==> src/rtl/gray_code_conv_arbiter.sv <==
// ============================================================================
// gray_code_conv_arbiter -- round-robin shared Binary<->Gray conversion engine
// Revision: 1.0
// ============================================================================
`default_nettype none

module gray_code_conv_arbiter #(
   parameter int N_REQ = 4,
   parameter int WIDTH = 4
) (
   input  logic                       clk,
   input  logic                       rst_n,
   input  logic [N_REQ-1:0]           req_valid,
   input  logic [N_REQ-1:0]           req_mode,
   input  logic [N_REQ*WIDTH-1:0]     req_data,
   output logic [N_REQ-1:0]           req_ready,
   output logic                       rsp_valid,
   input  logic                       rsp_ready,
   output logic [WIDTH-1:0]           rsp_data,
   output logic [$clog2(N_REQ)-1:0]   rsp_id,
   output logic                       busy
);

   localparam int ID_W  = $clog2(N_REQ);
   localparam int IDX_W = $clog2(WIDTH);

   localparam logic [1:0] IDLE = 2'd0;
   localparam logic [1:0] B2G  = 2'd1;
   localparam logic [1:0] G2B  = 2'd2;
   localparam logic [1:0] RESP = 2'd3;

   logic [1:0]       state;
   logic [1:0]       state_next;
   logic [ID_W-1:0]  ptr;
   logic [ID_W-1:0]  ptr_next;
   logic [ID_W-1:0]  sel;
   logic [ID_W-1:0]  id;
   logic             found;
   logic [WIDTH-1:0] sel_data;
   logic [WIDTH-1:0] data;
   logic [WIDTH-1:0] result;
   logic [IDX_W-1:0] idx;

   // Rotating search: first valid requester at or after ptr wins.
   always_comb begin
      int c;
      c     = 0;
      found = 1'b0;
      sel   = '0;
      for (int i = 0; i < N_REQ; i++) begin
         c = (int'(ptr) + i) % N_REQ;
         if (!found && req_valid[ID_W'(c)]) begin
            found = 1'b1;
            sel   = ID_W'(c);
         end
      end
   end

   assign sel_data = req_data[int'(sel)*WIDTH +: WIDTH];
   assign ptr_next = (sel == ID_W'(N_REQ-1)) ? '0 : sel + 1'b1;

   always_ff @(posedge clk or negedge rst_n) begin
      if (!rst_n) begin
         state <= IDLE;
      end else begin
         state <= state_next;
      end
   end

   always_comb begin
      state_next = state;
      case (state)
         IDLE:    if (found) state_next = req_mode[sel] ? G2B : B2G;
         B2G:     state_next = RESP;
         G2B:     if (idx == IDX_W'(1)) state_next = RESP;
         RESP:    if (rsp_ready) state_next = IDLE;
         default: state_next = IDLE;
      endcase
   end

   // Grant is gated by rst_n so no strobe escapes while reset is held.
   always_comb begin
      req_ready = '0;
      rsp_valid = (state == RESP);
      busy      = (state != IDLE);
      if (state == IDLE && found && rst_n) begin
         req_ready[sel] = 1'b1;
      end
   end

   always_ff @(posedge clk or negedge rst_n) begin
      if (!rst_n) begin
         ptr    <= '0;
         idx    <= '0;
         result <= '0;
         id     <= '0;
         data   <= '0;
      end else begin
         case (state)
            IDLE: begin
               if (found) begin
                  ptr  <= ptr_next;
                  id   <= sel;
                  data <= sel_data;
                  if (req_mode[sel]) begin
                     result[WIDTH-1] <= sel_data[WIDTH-1];
                     idx             <= IDX_W'(WIDTH-1);
                  end
               end
            end
            B2G: result <= data ^ (data >> 1);
            G2B: begin
               // Each binary bit is the XOR of the next-higher binary bit and this Gray bit.
               result[idx-1'b1] <= result[idx] ^ data[idx-1'b1];
               idx              <= idx - 1'b1;
            end
            default: ;
         endcase
      end
   end

   assign rsp_data = result;
   assign rsp_id   = id;

endmodule

`default_nettype wire

==> config.mk <==
export PLATFORM = sky130hd
export DESIGN_NAME = gray_code_conv_arbiter
export DESIGN_NICKNAME = d
export VERILOG_FILES = /design/src/rtl/gray_code_conv_arbiter.sv
export SDC_FILE = /design/constraint.sdc
export NUM_CORES = 1
export LEC_CHECK = 0
export ABC_AREA = 1
export CELL_PAD_IN_SITES_DETAIL_PLACEMENT = 1
export CELL_PAD_IN_SITES_GLOBAL_PLACEMENT = 1
export CORE_MARGIN = 2
export CORE_UTILIZATION = 38
export CTS_CLUSTER_DIAMETER = 60
export CTS_CLUSTER_SIZE = 20
export DETAILED_ROUTE_END_ITERATION = 8
export GPL_ROUTABILITY_DRIVEN = 0
export PLACE_DENSITY = 0.95
export RECOVER_POWER = 50
export SKIP_CTS_REPAIR_TIMING = 1
export SLEW_MARGIN = 5
export SYNTH_ARGS = -nofsm -noshare
export SYNTH_HDL_FRONTEND = slang
export SYNTH_SLANG_ARGS = --single-unit
==> constraint.sdc <==
create_clock -name clk -period 6 [get_ports clk]
set_input_delay 1.2 -clock clk [delete_from_list [all_inputs] [get_ports clk]]
set_output_delay 1.2 -clock clk [all_outputs]
set_load 0.01 [all_outputs]
== Yosys cells after proc, flatten, opt, wreduce, memory -nomap -nowiden ==
Index checks and enable logic that the tools add are counted.

* Logic and storage cells: 97
* Input port bits: 27
* Output and inout bits: 12
* Register bits: 16

* $add $sub $neg: 5
* Reductions and logical operators: 19
* Order comparisons: 9
* Shift operators: 1
* Bitwise operators: 2
* Eq/ne operators: 9
* Mux-type cells: 45

{| class="wikitable"
|+ Operator list
! kind !! count
|-
| 2-bit 2-to-1 mux || 11
|-
| 1-bit 2-to-1 mux || 19
|-
| 2-bit by 4-bit less-than comparator with 1-bit output, second input constant || 4
|-
| 16-bit by 5-bit variable part select with 4-bit output || 1
|-
| 1-bit binary-select mux with 2-bit select || 7
|-
| 2-bit by 3-bit less-than comparator with 1-bit output, second input constant || 3
|-
| 3-bit AND reduction || 3
|-
| 2-bit one-hot mux with 4 select lines || 1
|-
| 1-bit logical AND || 7
|-
| 2-bit == test, second input constant || 3
|-
| 2-bit != test, second input constant || 3
|-
| 3-bit one-hot mux with 2 select lines || 1
|-
| 2-bit nonzero test || 3
|-
| 2-bit by 1-bit adder with 2-bit output, second input constant || 2
|-
| 2-bit adder, second input constant || 2
|-
| 4-bit bitwise mux || 1
|-
| 1-bit demux with 2-bit select || 2
|-
| 2-bit by 1-bit == test with 1-bit output, second input constant || 2
|-
| 2-bit by 1-bit >= comparator with 1-bit output, second input constant || 2
|-
| 4-bit 2-to-1 mux || 1
|-
| 2-bit one-hot mux with 2 select lines || 1
|-
| 4-bit by 3-bit bitwise XOR with 4-bit output || 1
|-
| 1-bit logical NOT || 3
|-
| 1-bit one-hot mux with 3 select lines || 1
|-
| 6 further kinds || 6
|}

== Depth between registers and ports, before layout ==
* Depth in word-level cells: 18
* Depth in mapped cells: 17
* Gate-level depth less buffers: 16

== Worst setup path after synthesis ==
OpenSTA, ideal clock, no wires.

* Path type: input-to-output
* From: input port req_valid[3]
* To: output port req_ready[2]
* Path slack: 2.458 ns
* Arrival: 2.342 ns
* Cell stages on the path: 11
* Path buffers: 1
* Required time: 4.800 ns
* Path through: inv_1 -> nand2_1 -> nand3_1 -> nand2_2 -> nor2_8 -> nand3_4 -> nand3_4 -> buf_8 -> ha_1 -> inv_1 -> nor2_1

* Longest elaborated chain between the ends: 18
* Elaborated cells on any way between the ends: 34

{| class="wikitable"
|+ Ends and longest elaborated chain
! what !! line !! RTL
|-
| from (decl) || 13 || <nowiki>input logic [N_REQ-1:0] req_valid,</nowiki>
|-
| 1-bit binary-select mux with 2-bit select || 52 || <nowiki>if (!found && req_valid[ID_W'(c)]) begin</nowiki>
|-
| 1-bit 2-to-1 mux (implied by the code) (2 in a row) || 52 ||
|-
| 1-bit 2-to-1 mux || 52 ||
|-
| 1-bit logical NOT || 52 ||
|-
| 1-bit logical AND || 52 ||
|-
| 1-bit 2-to-1 mux || 52 ||
|-
| 1-bit logical NOT || 52 ||
|-
| 1-bit logical AND || 52 ||
|-
| 1-bit 2-to-1 mux || 52 ||
|-
| 1-bit logical NOT || 52 ||
|-
| 1-bit logical AND || 52 ||
|-
| 2-bit 2-to-1 mux || 52 ||
|-
| 2-bit by 3-bit less-than comparator with 1-bit output (implied by the code) / 2-bit by 1-bit >= comparator with 1-bit output (equally long branches) || 87 || <nowiki>req_ready[sel] = 1'b1;</nowiki>
|-
| 1-bit logical AND (implied by the code) || 87 ||
|-
| 1-bit 2-to-1 mux (implied by the code) || 87 ||
|-
| 1-bit demux with 2-bit select || 87 ||
|-
| 4-bit 2-to-1 mux * || 86 || <nowiki>if (state == IDLE && found && rst_n) begin</nowiki>
|-
| to (decl) || 16 || <nowiki>output logic [N_REQ-1:0] req_ready,</nowiki>
|}

Every way passes the cells marked *; elsewhere a longest branch is shown, timed or not. The select of a mux whose other input is x is not followed.

== Final worst setup path ==
* From: input port req_valid[1]
* To: output port req_ready[3]

* Longest elaborated chain between the ends: 18
* Elaborated cells on any way between the ends: 34

{| class="wikitable"
|+ Ends and longest elaborated chain
! what !! line !! RTL
|-
| 1-bit binary-select mux with 2-bit select || 52 ||
|-
| 1-bit 2-to-1 mux (implied by the code) (2 in a row) || 52 ||
|-
| 1-bit 2-to-1 mux || 52 ||
|-
| 1-bit logical NOT || 52 ||
|-
| 1-bit logical AND || 52 ||
|-
| 1-bit 2-to-1 mux || 52 ||
|-
| 1-bit logical NOT || 52 ||
|-
| 1-bit logical AND || 52 ||
|-
| [... 2 more ...] || n/a ||
|-
| 1-bit logical AND || 52 ||
|-
| 2-bit 2-to-1 mux * || 52 ||
|-
| via sel[1] || 36 || <nowiki>logic [ID_W-1:0] sel;</nowiki>
|-
| 2-bit by 3-bit less-than comparator with 1-bit output (implied by the code) / 2-bit by 1-bit >= comparator with 1-bit output (equally long branches) || 87 ||
|-
| 1-bit logical AND (implied by the code) || 87 ||
|-
| 1-bit 2-to-1 mux (implied by the code) || 87 ||
|-
| 1-bit demux with 2-bit select * || 87 ||
|-
| 4-bit 2-to-1 mux * || 86 ||
|}

The timed path passes the listed nets; every way through them passes the cells marked *. The select of a mux whose other input is x is not followed.

==> metrics.md <==
| Metric | Value |
|---|---|
| PortBufs | 38 |
| Max Cap Violations | 0 |
| Ant diodes | 0 |
| Hold Crit Class | reg2reg |
| Critical path endpoint category | output port |
| Largest net degree at the start of global routing | 18 |
| GRT Overall Usage | 20.20% |
| Worst Path Arrival | 3.62 ns |
| Normalized max-slew margin | 36.50% |
| # DRC | 0 |
| CTS tree | built |
| Reg power frac | 17.1% |
| Internal power | 606.1 µW |
| Clock Latency Late Sink | 0.25 ns |
| Core Footprint | 0.004058 mm² |
| CTS Buffer Depth | 2 |
| Die X | 69.60 µm |
| Clk sinks | 16 |
| Comb pwr share | 75.7% |
| Via Count | 1665 |
| Sw power | 780.5 µW |
| Leakage power | 1.036 nW |
| Share of cells above drive strength 1 | 12.68% |
| Highest clock rate | 0.2077 GHz |
| Reg2reg setup slack | 3.61 ns |
| Worst EP required | 4.80 ns |
| First-iteration detailed-routing DRC count | 22 |
| Hold wc startpoint | rsp_id[0]$_DFFE_PN0N_ |
| Yosys cell types | 25 |
| Clk_skew | 0.001745 ns |
| RSZ-0062 raised after global routing | no |
| Layout area overhead | 27.39% |
| Fin crit period | 4.816 ns |
| WL final | 4453 µm |
| Post-route ant nets | 0 |
| Fin util | 51.34% |
| Hold depth | 2 |
| I/O Pins | 39 |
| H-tree depth | 1 |
| R2r worst-path depth | 13 |
| Clock root buffer | clkbuf_8 |
| Seq/Total Area, Yosys | 24.48% |
| Gr ovfl total | 0 |
| Crit path from | req_valid[1] |
| Inserted Clock Buffers | 3 |
| Starting density of the core | 40.30% |
| Clk pwr share | 7.2% |
| Hpwl dp | 3537 µm |
| Syn_nets | 278 |
| DIE HEIGHT | 69.60 µm |
| Final Setup Violations | 0 |
| Hold Path End | rsp_id[0]$_DFFE_PN0N_ |
| Maximum vdd drop | 0.2542 mV |
| P per Cell Area | 665.6 mW/mm² |
| Layout Nets | 317 |
| Worst Path Class, Setup | in2out |
| Critical R2R Launch | idx[0]$_DFFE_PN0P_ |
| Post-Syn Area | 0.001635 mm² |
| Drt first pass iters | 4 |
| Hold_ws | 0.5135 ns |
| Setup crit start kind | input pin |
| Tightest Pin Transition | 0.9525 ns |
| Placed cell area | 0.002032 mm² |
| Switching Share | 56.29% |
| Hold Vio Cnt, Final | 0 |
| CP most frequent cell | inv_1 |
| Clk slew on worst S/H paths | 0.07 ns |
| Seq cells post-synth | 16 |
| Status | finished clean |
| Crit-path slowest cell | clkdlybuf4s50_1 |
| Initial antenna violation count | 0 |
| # rows | 23 |
| Vias in the first global route | 1814 |
| Syn Inst Count | 238 |
| Total die area | 0.004844 mm² |
| Avg Cell Area, Syn | 6.871 µm² |
| WL/cell | 13.66 µm |
| Fin. max-slew vios | 0 |
| CP Cell Sequence | clkdlybuf4s50_1, inv_1, nand2_1, nand3_1, nand2_2, nor2_8, nand2_1, nand3_2, nand2_2, inv_1, ha_1, inv_1, nor2_1, clkdlybuf4s50_1 |
| Vias per inst | 5.107 |
| Finished Cell Area | 0.002083 mm² |
| Setup tns final | 0 ns |
| Final worst path period share | 80.26% |
| Crit Path Max Fanout | 12 |
| Synth warn | 0 |
| Crit-path max cell delay | 0.55 ns |
| First-pass GRT wire length | 8121 µm |
| R2R Path End | rsp_data[3]$_DFFE_PN0P_ |
-- state kept, by name (all words and copies together), names as in the netlist --
signal and flops:
ptr 2, idx 2, state 2, rsp_id 2, rsp_data 4, data 4
-- metal layers --
metal / part of all wire [%] / track usage (%) / vias up
met5: 0 / 0 / -
met3: 3.2 / 2.326 / 5
met4: 0.99 / 5.229 / 0
met1: 44 / 24.80 / 779
met2: 52 / 37.07 / 40
li1: - / - / 841
-- final cells by class --
class	instances	area, µm²
Multi-Input combinational cell	180	1035
Tap cell	50	62.56
Inverter	37	146.4
Sequential cell	16	400.4
Timing Repair Buffer	39	384.1
Fill cell	547	1974
Clock buffer	4	55.05
-- critical path: cells and delay by family --
family	cells	cell delay, ns
fa+ha+maj	1	0.18
buf+inv	5	1.32
simple gates	8	0.92
-- synth_stat cells --
library cell	count	area, µm²
o21ai_0	20	100.1
buf_6	3	33.78
nand3_2	6	60.06
inv_8	1	11.26
a31oi_1	2	12.51
nand2_1	69	259.0
o211ai_1	2	15.01
ha_1	13	162.7
nor2_8	1	20.02
clkbuf_2	1	5.000
nor2_1	17	63.81
o22ai_1	4	25.02
nand2_2	15	93.84
a21oi_1	6	30.03
inv_2	3	11.26
xnor2_1	1	8.760
o21ai_2	1	8.760
o21ai_1	5	25.02
nand4_1	6	37.54
buf_8	1	15.01
nand3_4	4	70.07
inv_1	33	123.9
dfrtp_1	16	400.4
nand3_1	7	35.03
a22oi_1	1	7.510
-- power by group through the flow --
stage | clock network, mW | registers [mW] | logic (mW)
finish | 0.0994 | 0.237 | 1.05
global route | 0.105 | 0.248 | 1.20
CTS | 0.100 | 0.239 | 1.07
detailed placement | 0 | 0.241 | 1.06
global placement | 0 | 0.236 | 1.01
floorplan | 0 | 0.216 | 0.847
-- placed cells by master (no fill, tap or decap), drive strengths merged --
| cell | netlist | routed |
|---|---|---|
| nand2 | 84 | 84 |
| inv | 37 | 37 |
| clkdlybuf4s50 | 0 | 33 |
| o21ai | 26 | 26 |
| nor2 | 18 | 18 |
| nand3 | 17 | 17 |
| dfrtp | 16 | 16 |
| ha | 13 | 13 |
| nand4 | 6 | 6 |
| a21oi | 6 | 6 |
| dlygate4sd3 | 0 | 5 |
| clkbuf | 1 | 5 |
| o22ai | 4 | 4 |
| o211ai | 2 | 2 |
| a31oi | 2 | 2 |
| xnor2 | 1 | 1 |
| a22oi | 1 | 1 |
-- through the flow --
stage	power (mW)	worst slack [ns]	cells
2_1_floorplan	1.062	2.458	238
3_3_place_gp	1.245	1.258	322
3_5_place_dp	1.297	1.174	322
4_1_cts	1.408	1.144	326
5_1_grt	1.552	0.8192	326
6_report	1.387	1.184	326
-- how the worst max path moves through the flow --
stage                    to  slack, ns  depth (start not counted)
5_1_grt        req_ready[1]       0.82                         12
3_5_place_dp   req_ready[3]       1.17                         14
3_3_place_gp   req_ready[3]       1.26                         14
4_1_cts        req_ready[3]       1.14                         14
2_1_floorplan  req_ready[2]       2.46                         11
6_report       req_ready[3]       1.18                         14
-- kinds of logic (layout without fill, tap and decap cells) --
| family | after synthesis | after routing | synth area share, % |
|---|---|---|---|
| AND/OR/NAND/NOR | 125 | 125 | 39.10 |
| flip-flops | 16 | 16 | 24.48 |
| AO/OA/AOI/OAI | 41 | 41 | 13.70 |
| buffers and inverters | 42 | 80 | 12.24 |
| adder cells (fa/ha/maj) | 13 | 13 | 9.947 |
| XOR/XNOR | 1 | 1 | 0.5357 |
Note: power is estimated with default switching activity, not from simulation.
